--- src/rtl/weight_loader.sv ---
// Streams host words into per-neuron weight and bias write strobes for one layer.
// Each neuron takes numWeight weight words followed by one bias word.
module weight_loader #(
  parameter int unsigned layerNo   = 1,
  parameter int unsigned numNeuron = 4,
  parameter int unsigned numWeight = 5,
  parameter int unsigned dataWidth = 16
) (
  input  logic                 clk,
  input  logic                 rst,
  input  logic                 start,
  input  logic [31:0]          s_data,
  input  logic                 s_valid,
  output logic                 s_ready,
  output logic                 weightValid,
  output logic [dataWidth-1:0] weightValue,
  output logic                 biasValid,
  output logic [31:0]          biasValue,
  output logic [31:0]          config_layer_num,
  output logic [31:0]          config_neuron_num,
  output logic                 busy,
  output logic                 done
);

  localparam int unsigned NCW = $clog2(numNeuron) + 1;
  localparam int unsigned WCW = $clog2(numWeight) + 1;
  localparam logic [NCW-1:0] N_LAST = NCW'(numNeuron - 1);
  localparam logic [WCW-1:0] W_LAST = WCW'(numWeight - 1);

  typedef enum logic [1:0] {IDLE, WEIGHT, BIAS, DONE} state_t;

  state_t               state_q, state_d;
  logic [NCW-1:0]       n_cnt_q, n_cnt_d;
  logic [WCW-1:0]       w_cnt_q, w_cnt_d;
  logic                 ready_q, ready_d;
  logic                 wv_q, wv_d;
  logic [dataWidth-1:0] wval_q, wval_d;
  logic                 bv_q, bv_d;
  logic [31:0]          bval_q, bval_d;
  logic [31:0]          layer_q, layer_d;
  logic [31:0]          neuron_q, neuron_d;
  logic                 busy_q, busy_d;
  logic                 done_q, done_d;
  logic                 xfer;
  logic                 last_xfer;

  // Next-state, counters and strobe payloads
  always_comb begin
    state_d   = state_q;
    n_cnt_d   = n_cnt_q;
    w_cnt_d   = w_cnt_q;
    wv_d      = 1'b0;
    wval_d    = wval_q;
    bv_d      = 1'b0;
    bval_d    = bval_q;
    layer_d   = 32'd0;
    neuron_d  = neuron_q;
    done_d    = done_q;
    last_xfer = 1'b0;
    xfer      = s_valid && ready_q;

    unique case (state_q)
      IDLE: begin
        if (start) begin
          state_d = WEIGHT;
          n_cnt_d = '0;
          w_cnt_d = '0;
        end
      end
      WEIGHT: begin
        if (xfer) begin
          wv_d     = 1'b1;
          wval_d   = s_data[dataWidth-1:0];
          neuron_d = 32'(n_cnt_q);
          layer_d  = 32'(layerNo);
          if (w_cnt_q == W_LAST) begin
            w_cnt_d = '0;
            state_d = BIAS;
          end else begin
            w_cnt_d = w_cnt_q + WCW'(1);
          end
        end
      end
      BIAS: begin
        if (xfer) begin
          bv_d     = 1'b1;
          bval_d   = s_data;
          neuron_d = 32'(n_cnt_q);
          layer_d  = 32'(layerNo);
          if (n_cnt_q == N_LAST) begin
            state_d   = DONE;
            done_d    = 1'b1;
            last_xfer = 1'b1;
          end else begin
            n_cnt_d = n_cnt_q + NCW'(1);
            state_d = WEIGHT;
          end
        end
      end
      DONE: begin
        if (start) begin
          state_d = WEIGHT;
          n_cnt_d = '0;
          w_cnt_d = '0;
          done_d  = 1'b0;
        end
      end
      default: state_d = IDLE;
    endcase

    ready_d = (state_d == WEIGHT) || (state_d == BIAS);
    // busy covers the cycle of the final bias strobe as well
    busy_d  = ready_d || last_xfer;
  end

  always_ff @(posedge clk) begin
    if (rst) begin
      state_q  <= IDLE;
      n_cnt_q  <= '0;
      w_cnt_q  <= '0;
      ready_q  <= 1'b0;
      wv_q     <= 1'b0;
      wval_q   <= '0;
      bv_q     <= 1'b0;
      bval_q   <= '0;
      layer_q  <= '0;
      neuron_q <= '0;
      busy_q   <= 1'b0;
      done_q   <= 1'b0;
    end else begin
      state_q  <= state_d;
      n_cnt_q  <= n_cnt_d;
      w_cnt_q  <= w_cnt_d;
      ready_q  <= ready_d;
      wv_q     <= wv_d;
      wval_q   <= wval_d;
      bv_q     <= bv_d;
      bval_q   <= bval_d;
      layer_q  <= layer_d;
      neuron_q <= neuron_d;
      busy_q   <= busy_d;
      done_q   <= done_d;
    end
  end

  assign s_ready           = ready_q;
  assign weightValid       = wv_q;
  assign weightValue       = wval_q;
  assign biasValid         = bv_q;
  assign biasValue         = bval_q;
  assign config_layer_num  = layer_q;
  assign config_neuron_num = neuron_q;
  assign busy              = busy_q;
  assign done              = done_q;

endmodule

--- config.mk ---
export PLATFORM = sky130hd
export DESIGN_NAME = weight_loader
export DESIGN_NICKNAME = d
export VERILOG_FILES = /design/src/rtl/weight_loader.sv
export SDC_FILE = /design/constraint.sdc
export NUM_CORES = 1
export LEC_CHECK = 0
export CORE_AREA = 2 2 95 97
export CTS_CLUSTER_SIZE = 40
export DETAILED_ROUTE_END_ITERATION = 10
export DIE_AREA = 0 0 97 99
export PLACE_DENSITY = 0.75
export SYNTH_ARGS = -nofsm -noshare
export SYNTH_HDL_FRONTEND = slang
export SYNTH_SLANG_ARGS = --single-unit
--- constraint.sdc ---
create_clock -name clk -period 1.6 [get_ports clk]
set_input_delay 0.24 -clock clk [delete_from_list [all_inputs] [get_ports clk]]
set_output_delay 0.24 -clock clk [all_outputs]
set_load 0.02 [all_outputs]
* Word-level counts from Yosys, hierarchy flattened
Cells that the tools add are included.
** Operators by class
- $add $sub $neg :: 2
- Equality and inequality tests :: 13
- Muxes and demuxes :: 23
- Bitwise operators :: 3
- Reductions and logical operators :: 18
** Operators with widths (count)
- $mux W4 :: 3
- $mux W2 :: 5
- $ne A2 B2 Y1 const B :: 5
- $reduce_or A2 Y1 :: 5
- $mux W3 :: 3
- $mux W1 :: 8
- $pmux W4 S2 :: 1
- $reduce_and A4 Y1 :: 2
- $eq A2 B2 Y1 const B :: 3
- $pmux W2 S3 :: 1
- $pmux W3 S2 :: 1
- $reduce_and A2 Y1 :: 3
- $reduce_bool A2 Y1 :: 3
- $add A4 B1 Y4 const B :: 1
- $eq A2 B1 Y1 const B :: 2
- $eq A4 B3 Y1 const B :: 1
- $add A3 B1 Y3 const B :: 1
- $eq A3 B2 Y1 const B :: 1
- $not A1 Y1 :: 3
- $reduce_and A3 Y1 :: 1
- $logic_not A2 Y1 :: 1
- $logic_or A1 B1 Y1 :: 2
- $ne A2 B1 Y1 const B :: 1
- $pmux W1 S2 :: 1
- $logic_and A1 B1 Y1 :: 1
** Storage, ports and cells
- Register bits :: 97
- Bits of input ports :: 36
- Output and inout port bits :: 117
- Word-level logic and storage cells :: 71

* Depth between registers and ports, before layout
- Depth after elaboration :: 7
- Depth in mapped cells :: 8
- Gate-level depth less buffers :: 7

* Worst setup path after synthesis
No wires, ideal clock.
- Kind :: flip-flop to flip-flop
- Start point :: register state_q[0]
- End point :: register w_cnt_q[3]
- Library setup time :: 132 ps
- Data arrival time :: 1483 ps
- Setup slack :: -15 ps
- Stages on the path, launching flop included :: 7
- Buffers on the path :: 0
- Period minus slack after synthesis :: 1615 ps
- Cell sequence :: dfxtp_1 -> inv_1 -> ha_1 -> and2b_1 -> a211o_1 -> o21ai_0 -> a21oi_1
** Between the ends
- Longest elaborated chain between the ends :: 4
- Elaborated cells on any way between the ends :: 9
** Ends and longest elaborated chain
- start, declared :: RTL line 32 : state_t state_q, state_d;
- start signal, assigned :: RTL line 131 : state_q <= state_d;
- $eq A2 B2 Y1 or $logic_not A2 Y1 (tied branches) :: RTL line 62 : unique case (state_q)
- $reduce_or A2 Y1 (no source line)
- $ne A2 B1 Y1 (no source line) or $reduce_bool A2 Y1 (tied branches)
- $reduce_and A3 Y1 (no source line)
- end signal, assigned :: RTL line 133 : w_cnt_q <= w_cnt_d;
- end, declared :: RTL line 34 : logic [WCW-1:0] w_cnt_q, w_cnt_d;
Parallel ways exist; a longest one is shown, timed or not.
A chain may end at the register's enable or synchronous reset.

* Final worst setup path
- Start point :: register state_q[0]
- End point :: register w_cnt_q[2]
Same word-level chain as after synthesis.

==> reports/metrics.yaml <==
place:
  dpl_cell_area_mm2: 0.00390
  dp_hpwl_um: 5000
  dp_cells: 571
  gp_congestion: 0.855
  dp_slack_ns: -0.188
  io_buffers: 92
critical_path:
  cp_max_fo: 7
  worstPathArrival_ns: 1.76
  criticalPathCategory: "reg -> reg"
  cp-end-kind: "register"
  cp.required_ns: 1.81
  reg2reg_depth: 6
  critPathLaunchType: "register"
synth:
  yosys_warnings: 0
  synthCells: 375
  synth_area_leaders: "dfxtp_1, buf_4, nand2_1"
  synth_edf_count: 0
  ys.flop_type: "dfxtp_1"
  yosysUniqueCellTypes: 34
  synth_top_cell_area_share_pct: 44.3
  async_reset_ff_share_pct: 0
  yosysSeqAreaShare_pct: 44.3
  synth_area_leader_cell: "dfxtp_1"
  syn-mean-instance-area_um2: 7.96
  netlist_area_mm2: 0.00298
  ys_ff_latch: 66
route:
  ant_nets: 0
  vias: 2598
  drt-total-wl_um: 7090
  drt-initial-drc-count: 50
  via_per_inst: 4.38
  wl_per_cell_um: 11.9
  first_pass_iters: 4
  drc: 0
finish:
  layout.nets: 523
  post-route-util_pct: 49.5
  fin_area_mm2: 0.00423
  diodes: 0
  layout.cells.most_common: "nand2_1"
  final_cells: 593
  final_cell_mix: "nand2_1, clkdlybuf4s50_1, conb_1, dfxtp_1, a21oi_1"
  drive_gt1_share_pct: 12.8
  layout-area-overhead-vs-synth_pct: 41.8
grt:
  antenna_found_initial: 0
  grt_usage_pct: 14.3
  gr-total-overflow: 0
  grt_pass1_wl_um: 11200
  grt_max_degree: 67
  grt_pass1_vias: 2408
sta:
  hold_violations: 0
  clock.fmax_ghz: 0.645
  fin_crit_sh_pct: 96.9
  rsz0062_at_grt: "yes"
  tns_ns: 0
  fin_ws_ns: 0.0498
  min_period_ns: 1.55
  finClkSkew_ns: 0.00563
  hold_ws_ns: 0.363
  setup_viol: 0
  slew_violations: 0
cts:
  numCtsBuffers: 9
  clk_pin_slew_ns: 0.07
  h-tree-depth: 3
  cts_tree: "built"
  clock_latency_ns: 0.33
  cts-root-buf: "clkbuf_8"
  cts_buffer_depth: 2
  cts_sinks: 66
die:
  core_area_mm2: 0.00855
  die_h_um: 99
  ios: 153
  die_area_mm2: 0.00960
  initial_core_util_pct: 34.9
  placementRows: 34
  die_x_um: 97
worst_hold_path:
  hold_depth: 3
  min_path_type: "in -> reg"
power:
  power.leakage_nw: 1.60
  peakVddDrop_v: 0.000463
  pwr_density_cell_mw_per_mm2: 821
  p_total_mw: 3.47
outcome:
  status: "finished, final reports clean"
job:
  max_cap_viol_count: 0
==> worst max-delay path, stage by stage, from the launching register on <==
cell	delay (ns)
dfxtp_2	0.33
inv_1	0.10
ha_4	0.24
and2b_2	0.24
a211o_1	0.29
o21ai_1	0.15
a21oi_1	0.08
==> cell type report <==
cell class	instances	area, um^2
clock inverters	5	55.1
clock buffers	11	131
inverters	6	22.5
repair buffers	115	1130
fillers	846	4320
multi-input cells	282	1430
flip-flops and latches	66	1330
well taps	108	135
==> registers in the layout, indices dropped and copies added, names as in the netlist <==
signal and cells:
biasValid 1, n_cnt_q 3, biasValue 32, s_ready 1, weightValue 16, done 1, config_neuron_num 3, weightValid 1
busy 1, config_layer_num 1, state_q 2, w_cnt_q 4
==> path summary, 6_finish.rpt <==
check	end	start	slack [ns]
max	w_cnt_q[2]	state_q[0]	0.05
min	state_q[1]	rst	0.36
max reg2reg	w_cnt_q[2]	state_q[0]	0.05
min reg2reg	biasValue[16]	biasValue[16]	0.45
==> kinds of logic (layout without fill, tap and decap cells) <==
| logic type | after synthesis | count (layout) | synth area share (%) |
|---|---|---|---|
| mux | 3 | 3 | 1.01 |
| buf+inv | 86 | 137 | 18.7 |
| fa+ha+maj | 7 | 7 | 2.93 |
| simple gates | 138 | 138 | 20.0 |
| flops | 66 | 66 | 44.3 |
| compound gates | 73 | 73 | 12.7 |
| other cells | 1 | 60 | 0.126 |
| xor+xnor | 1 | 1 | 0.294 |
==> synthesized netlist by cell type, drive strengths merged (2+ instances only) <==
cell type / instances
nand2: 101
buf: 66
dfxtp: 66
a21oi: 61
nor2: 17
clkbuf: 14
o21ai: 8
ha: 7
inv: 6
and3: 3
mux2i: 3
nand3: 3
nor3: 3
nor2b: 2
nor3b: 2
==> repair_timing <==
item / 4_1_cts / 5_1_grt
buffers inserted: 0 / 6
gates resized for setup: 8 / 20
gates cloned: 0 / 0
pin swaps: 0 / 11
hold buffers: 0 / 0
setup endpoints to repair: 5 / 10
==> layer usage <==
layer	global-route usage, %	vias to the layer above	wire length [um]
met4	3.90	0	77
met3	5.60	7	490
met5	0	-	0
met1	15.7	1194	2900
met2	25.8	97	3620
li1	-	1300	-
==> report_power, final <==
group / internal, mW / total (mW) / switching (mW)
logic: 0.194 / 0.482 / 0.287
registers: 1.66 / 1.67 / 0.0145
clock network: 0.715 / 1.32 / 0.603
Note: power is estimated with default switching activity, not from simulation.
